$ cat src/rtl/ahb3lite_cmd_master.sv
// ahb3lite_cmd_master
// Single-master AHB-Lite command engine. Commands arrive on a valid/ready
// port, are held in an address-phase stage (AP) until the bus accepts them,
// then move to a data-phase stage (DP). Address and data phases overlap, so
// one SINGLE transfer per cycle is sustained while HREADY stays high.
// Each completed data phase returns one in-order response.
module ahb3lite_cmd_master #(
  parameter int HADDR_SIZE = 8,
  parameter int HDATA_SIZE = 32
) (
  input  logic                  HCLK,
  input  logic                  HRESET,
  input  logic                  cmd_valid,
  output logic                  cmd_ready,
  input  logic                  cmd_write,
  input  logic [HADDR_SIZE-1:0] cmd_addr,
  input  logic [1:0]            cmd_size,
  input  logic [HDATA_SIZE-1:0] cmd_wdata,
  output logic                  rsp_valid,
  output logic [HDATA_SIZE-1:0] rsp_rdata,
  output logic                  rsp_err,
  output logic                  busy,
  output logic                  HSEL,
  output logic [HADDR_SIZE-1:0] HADDR,
  output logic                  HWRITE,
  output logic [2:0]            HSIZE,
  output logic [2:0]            HBURST,
  output logic [3:0]            HPROT,
  output logic [1:0]            HTRANS,
  output logic [HDATA_SIZE-1:0] HWDATA,
  input  logic [HDATA_SIZE-1:0] HRDATA,
  input  logic                  HREADY,
  input  logic                  HRESP
);

  // Replicate right-justified write data across all byte lanes.
  function automatic logic [HDATA_SIZE-1:0] replicate_lanes(
    input logic [1:0]            size,
    input logic [HDATA_SIZE-1:0] wdata
  );
    logic [HDATA_SIZE-1:0] r;
    case (size)
      2'd0:    r = {4{wdata[7:0]}};
      2'd1:    r = {2{wdata[15:0]}};
      default: r = wdata;
    endcase
    return r;
  endfunction

  // Pull the addressed lane(s) out of HRDATA, right-justified, zero-extended.
  function automatic logic [HDATA_SIZE-1:0] extract_lanes(
    input logic [1:0]            size,
    input logic [1:0]            a,
    input logic [HDATA_SIZE-1:0] rdata
  );
    logic [HDATA_SIZE-1:0] r;
    r = {HDATA_SIZE{1'b0}};
    case (size)
      2'd0:    r[7:0]  = rdata[{a, 3'b000} +: 8];
      2'd1:    r[15:0] = rdata[{a[1], 4'b0000} +: 16];
      default: r       = rdata;
    endcase
    return r;
  endfunction

  // Clear the low address bits that the transfer size makes meaningless.
  function automatic logic [HADDR_SIZE-1:0] align_addr(
    input logic [1:0]            size,
    input logic [HADDR_SIZE-1:0] addr
  );
    logic [HADDR_SIZE-1:0] r;
    case (size)
      2'd0:    r = addr;
      2'd1:    r = {addr[HADDR_SIZE-1:1], 1'b0};
      default: r = {addr[HADDR_SIZE-1:2], 2'b00};
    endcase
    return r;
  endfunction

  // Address-phase stage
  logic                  ap_valid_r;
  logic                  ap_write_r;
  logic [HADDR_SIZE-1:0] ap_addr_r;
  logic [1:0]            ap_size_r;
  logic [HDATA_SIZE-1:0] ap_wdata_r;

  // Data-phase stage
  logic                  dp_valid_r;
  logic                  dp_write_r;
  logic [1:0]            dp_addr_r;
  logic [1:0]            dp_size_r;
  logic [HDATA_SIZE-1:0] dp_wdata_r;

  logic       err_hold_s;
  logic       issue_s;
  logic       accept_s;
  logic       complete_s;
  logic [1:0] size_norm_s;

  // Handshake terms and bus-facing outputs derived from the two stages.
  always_comb begin
    err_hold_s  = dp_valid_r & HRESP;
    issue_s     = ap_valid_r & HREADY & ~err_hold_s;
    complete_s  = dp_valid_r & HREADY;
    cmd_ready   = ~HRESET & (~ap_valid_r | issue_s);
    accept_s    = cmd_valid & cmd_ready;
    // Size 3 is not a legal command size; fold it onto word.
    if (cmd_size == 2'd3) begin
      size_norm_s = 2'd2;
    end else begin
      size_norm_s = cmd_size;
    end
    // The first ERROR cycle must drop the pending transfer to IDLE.
    if (ap_valid_r & ~err_hold_s) begin
      HTRANS = 2'b10;
    end else begin
      HTRANS = 2'b00;
    end
    HSEL   = HTRANS[1];
    HADDR  = align_addr(ap_size_r, ap_addr_r);
    HWRITE = ap_write_r;
    HSIZE  = {1'b0, ap_size_r};
    HBURST = 3'b000;
    HPROT  = 4'b0011;
    if (dp_valid_r) begin
      HWDATA = replicate_lanes(dp_size_r, dp_wdata_r);
    end else begin
      HWDATA = {HDATA_SIZE{1'b0}};
    end
    busy = ap_valid_r | dp_valid_r;
  end

  // Advance AP/DP and register the per-command response.
  always_ff @(posedge HCLK) begin
    if (HRESET) begin
      ap_valid_r <= 1'b0;
      ap_write_r <= 1'b0;
      ap_addr_r  <= {HADDR_SIZE{1'b0}};
      ap_size_r  <= 2'd0;
      ap_wdata_r <= {HDATA_SIZE{1'b0}};
      dp_valid_r <= 1'b0;
      dp_write_r <= 1'b0;
      dp_addr_r  <= 2'd0;
      dp_size_r  <= 2'd0;
      dp_wdata_r <= {HDATA_SIZE{1'b0}};
      rsp_valid  <= 1'b0;
      rsp_err    <= 1'b0;
      rsp_rdata  <= {HDATA_SIZE{1'b0}};
    end else begin
      if (accept_s) begin
        ap_valid_r <= 1'b1;
        ap_write_r <= cmd_write;
        ap_addr_r  <= cmd_addr;
        ap_size_r  <= size_norm_s;
        ap_wdata_r <= cmd_wdata;
      end else if (issue_s) begin
        ap_valid_r <= 1'b0;
      end
      // DP only moves on edges where the current data phase ends.
      if (HREADY) begin
        dp_valid_r <= issue_s;
        if (issue_s) begin
          dp_write_r <= ap_write_r;
          dp_addr_r  <= ap_addr_r[1:0];
          dp_size_r  <= ap_size_r;
          dp_wdata_r <= ap_wdata_r;
        end
      end
      rsp_valid <= complete_s;
      rsp_err   <= complete_s & HRESP;
      if (complete_s & ~dp_write_r & ~HRESP) begin
        rsp_rdata <= extract_lanes(dp_size_r, dp_addr_r, HRDATA);
      end else begin
        rsp_rdata <= {HDATA_SIZE{1'b0}};
      end
    end
  end

endmodule

$ cat config.mk
export PLATFORM = sky130hd
export DESIGN_NAME = ahb3lite_cmd_master
export DESIGN_NICKNAME = d
export VERILOG_FILES = /design/src/rtl/ahb3lite_cmd_master.sv
export SDC_FILE = /design/constraint.sdc
export NUM_CORES = 1
export LEC_CHECK = 0
export ABC_AREA = 1
export CORE_MARGIN = 5
export CORE_UTILIZATION = 46
export CTS_CLUSTER_SIZE = 10
export DETAILED_ROUTE_END_ITERATION = 8
export PLACE_DENSITY = 0.8
export RECOVER_POWER = 100
export SLEW_MARGIN = 10
export SYNTH_ARGS = -nofsm -noshare
export SYNTH_HDL_FRONTEND = slang
export SYNTH_SLANG_ARGS = --single-unit
$ cat constraint.sdc
create_clock -name HCLK -period 1.4 [get_ports HCLK]
set_input_delay 0.21 -clock HCLK [delete_from_list [all_inputs] [get_ports HCLK]]
set_output_delay 0.21 -clock HCLK [all_outputs]
set_load 0.05 [all_outputs]
==> results.md <==
- The placed instances occupy a cell area of 7990 um^2.
- Yosys attributes the largest share of cell area to sky130_fd_sc_hd__dfxtp_1, sky130_fd_sc_hd__nand2_1, sky130_fd_sc_hd__inv_1.
- Dividing the final minimum period by the clock period gives 1.52.
- The number of warning messages in the yosys log is 0.
- The region available for standard cell placement spans 10800 um^2.
- The total CTS buffers is 17.
- The run finished, with violations left.
- The buffer cell driving the clock tree root is sky130_fd_sc_hd__clkbuf_8.
- Detailed placement ended at an HPWL of 12100 um.
- The worst-case IR drop observed on VDD is 1090 uV.
- The maximum buffer depth of the clock tree is 2.
- Of all cell types, the one taking the most synthesized area is sky130_fd_sc_hd__dfxtp_1.
- The number of routed nets with antenna violations is 0.
- The H-tree generated during clock tree synthesis spans 4 levels.
- The worst setup path is of the reg -> out kind.
- The congestion estimate from routability-driven global placement came to 0.884.
- In the final design database the tool counted 1011 nets.
- The required arrival time at the worst endpoint is 1.19 ns.
- The number of antenna violations at the first check in global routing is 1.
- The share of the core filled with cells is 0.944.
- The flip-flop and latch count after synthesis is 116.
- The data arrival time of the critical path is 1.92 ns.
- The largest net degree at the start of global routing is 35.
- Along the worst path, the maximum fanout reaches 3.
- The power density over cell area is 1000 nW/um^2.
- The first global-routing pass estimated 31600 um of wire.
- Synthesis handed over a netlist of 728 instances.
- The setup-violating endpoint count in the final report is 152.
- The most common cell after layout, fill and taps aside is sky130_fd_sc_hd__dfxtp_1.
- STA classifies the critical path endpoint as a primary output.
- The worst reg-to-reg path cell count is 10.
- The number of iterations in the first detailed-routing pass is 8.
- The mean post-synth cell area is 7.01 um^2.
- The element type at the critical path start is a register.
- In the global route stage, overall resource usage came out at 0.310.
- Global routing finished with a remaining overflow of 0.
- The initial utilization of the core area, before any placement, comes to 0.471.
- The final routed wirelength across all metal layers is 31200 um.
- The clock-pin slew of the registers on the worst-case setup and hold paths is 0.06 ns.
- The floorplan row count is 38.
- In the final layout, the share of cells above drive strength 1 is 0.459.
- In this run, distinct cell masters in the synthesized netlist total 26.
- Leaving out fill and tap cells, the most frequent cells in the layout are sky130_fd_sc_hd__dfxtp_1, sky130_fd_sc_hd__buf_12, sky130_fd_sc_hd__inv_1, sky130_fd_sc_hd__clkdlybuf4s50_1, sky130_fd_sc_hd__nand2_1.
- The startpoint of the lowest-slack register-to-register path is dp_valid_r.
- The count of final max-slew check failures is 0.
- Setup slack on the worst reg-to-reg path comes out at -0.40 ns.
- The tree built by TritonCTS fans out to 116 sinks.
- For this run, the register share of the synthesized area comes to 0.455.
- Timing would allow up to 468 MHz.
- The final design area excluding fillers is 10200 um^2.
- The worst path in the final design needs a cycle of 2.13 ns, including I/O delays and setup.
- The detailed-route wire length per cell is 28.8 um.
- The floorplan die area is 13300 um^2.
- The tightest slew margin relative to the limit is 0.601.
- Setup repair after global routing could not meet its margin everywhere.
- Setup slack on the critical path of the routed design comes to -0.735 ns.
- Measured along the x axis, the die boundary spans 115 um.
- The relative area change from synthesis to final layout is 101%.
- The leakage power total is 4.41 nW.
- The number of design-rule violations left by the first detailed-router iteration is 1165.
- The type of the worst min-delay path is in -> reg.
- The number of top-level pins is 170.
- The cell area after technology mapping is 5100 um^2.
- The die outline height is 115 um.
- Buffers inserted to repair hold after CTS numbered 0.
- The critical path endpoint is HWDATA[31].
- Between clock sinks in the finished design, the worst skew comes to 0.0165 ns.
- For the pin with the worst max-slew slack, the measured transition is 0.598 ns.
- The TritonCTS clock tree is done.
- The start point of the critical path is dp_wdata_r[15].
- The tool flagged a number of max-cap violations equal to 0.
- In this run the critical register-to-register path is captured at rsp_rdata[4].
- The clock latency on the worst-skew pair is 0.54 ns.
- Using the TritonRoute via totals, the vias-per-cell ratio works out to 6.33.
- The fraction of synthesized cell area taken by the top area cell type is 0.455.
- The number of vias in the routed layout is 6858.
- The DRC violation count after routing is 0.
- In this run, synthesis inferred 0 flip-flops with an integrated enable.
- 0 antenna diodes ended up in the layout.
- The final reports fail on setup timing.
- The primary flip-flop cell chosen by synthesis mapping is sky130_fd_sc_hd__dfxtp_1.
- The number of global-route vias before repair is 6105.
- The number of input and output port buffers inserted is 160.
- The final number of hold-violating endpoints is 0.
- The share of flip-flops with an asynchronous set or reset after synthesis is 0.
what timing repair did:
item | CTS | global route
resized for setup | 91 | 283
endpoints found under the setup margin | 39 | 136
setup buffers | 8 | 11
gates cloned | 3 | 14
pin swaps | 8 | 56
worst min path at each step:
| stage | depth (start not counted) | slack, ns | start | to |
|---|---|---|---|---|
| after CTS | 3 | 0.18 | HRESET | ap_valid_r |
| after floorplan | 2 | 0.32 | HRESP | rsp_err |
| after global routing | 3 | 0.23 | cmd_wdata[16] | ap_wdata_r[16] |
| after global placement | 2 | 0.44 | ap_wdata_r[13] | dp_wdata_r[13] |
| final | 3 | 0.23 | HRESET | ap_valid_r |
| after detailed placement | 2 | 0.44 | ap_wdata_r[1] | dp_wdata_r[1] |
logic make-up after synthesis:
family	share of synthesized area
DFF	0.455
AOI/OAI and AO/OA	0.136
other	0.00147
buffers and inverters	0.146
and+or+nand+nor	0.261
final cells by class:
cell class	count	area (um^2)
Tap cell	140	175
Multi-Input combinational cell	460	3250
Clock inverter	13	149
Inverter	105	463
Fill cell	273	609
Timing Repair Buffer	231	3420
Sequential cell	116	2340
Clock buffer	19	432
metal layers:
metal  track usage  up-vias  part of all wire
met3        0.0905      292              0.13
met2         0.545      788              0.45
met1         0.322     3118              0.31
met5             0        -           0.00042
li1              -     2658                 -
met4         0.194        2              0.10
synth_stat cells (8+ instances only):
cell / number
sky130_fd_sc_hd__o21ai_0: 66
sky130_fd_sc_hd__nand2_1: 160
sky130_fd_sc_hd__buf_4: 16
sky130_fd_sc_hd__dfxtp_1: 116
sky130_fd_sc_hd__nor2_2: 11
sky130_fd_sc_hd__nand3_1: 49
sky130_fd_sc_hd__inv_1: 100
sky130_fd_sc_hd__a21oi_1: 51
sky130_fd_sc_hd__o22ai_1: 9
sky130_fd_sc_hd__clkbuf_1: 23
sky130_fd_sc_hd__nor2_1: 86
sky130_fd_sc_hd__buf_6: 8
sky130_fd_sc_hd__buf_2: 9
flip-flops by register name (all words and copies together) (netlist names):
register	count
dp_size_r	2
dp_valid_r	1
dp_write_r	1
ap_wdata_r	32
rsp_err	1
ap_valid_r	1
dp_addr_r	2
rsp_rdata	32
dp_wdata_r	32
ap_size_r	2
rsp_valid	1
HWRITE	1
ap_addr_r	8
critical path: stages (launching register included):
cell and delay (ns):
sky130_fd_sc_hd__dfxtp_1 0.62, sky130_fd_sc_hd__o22ai_4 0.19, sky130_fd_sc_hd__nor3_4 0.39, sky130_fd_sc_hd__buf_12 0.19
where the power goes:
group / internal (mW) / switching (mW)
sequential: 3.47 / 0.178
clock: 2.60 / 1.79
combinational: 0.916 / 1.33
total: 6.99 / 3.29
through the flow:
step	setup slack, ns	hold slack (ns)	setup TNS [ns]	std cells	total power, mW
after CTS	-0.425	0.183	-18.71	1062	9.42
after global placement	-0.169	0.438	-13.22	1020	5.05
final	-0.735	0.228	-36.57	1084	10.3
after global routing	-0.729	0.233	-40.05	1084	10.4
after floorplan	-0.0663	0.322	-0.826	735	4.45
after detailed placement	-0.216	0.443	-15.94	1020	5.10
(Power assumes the default switching activity.)
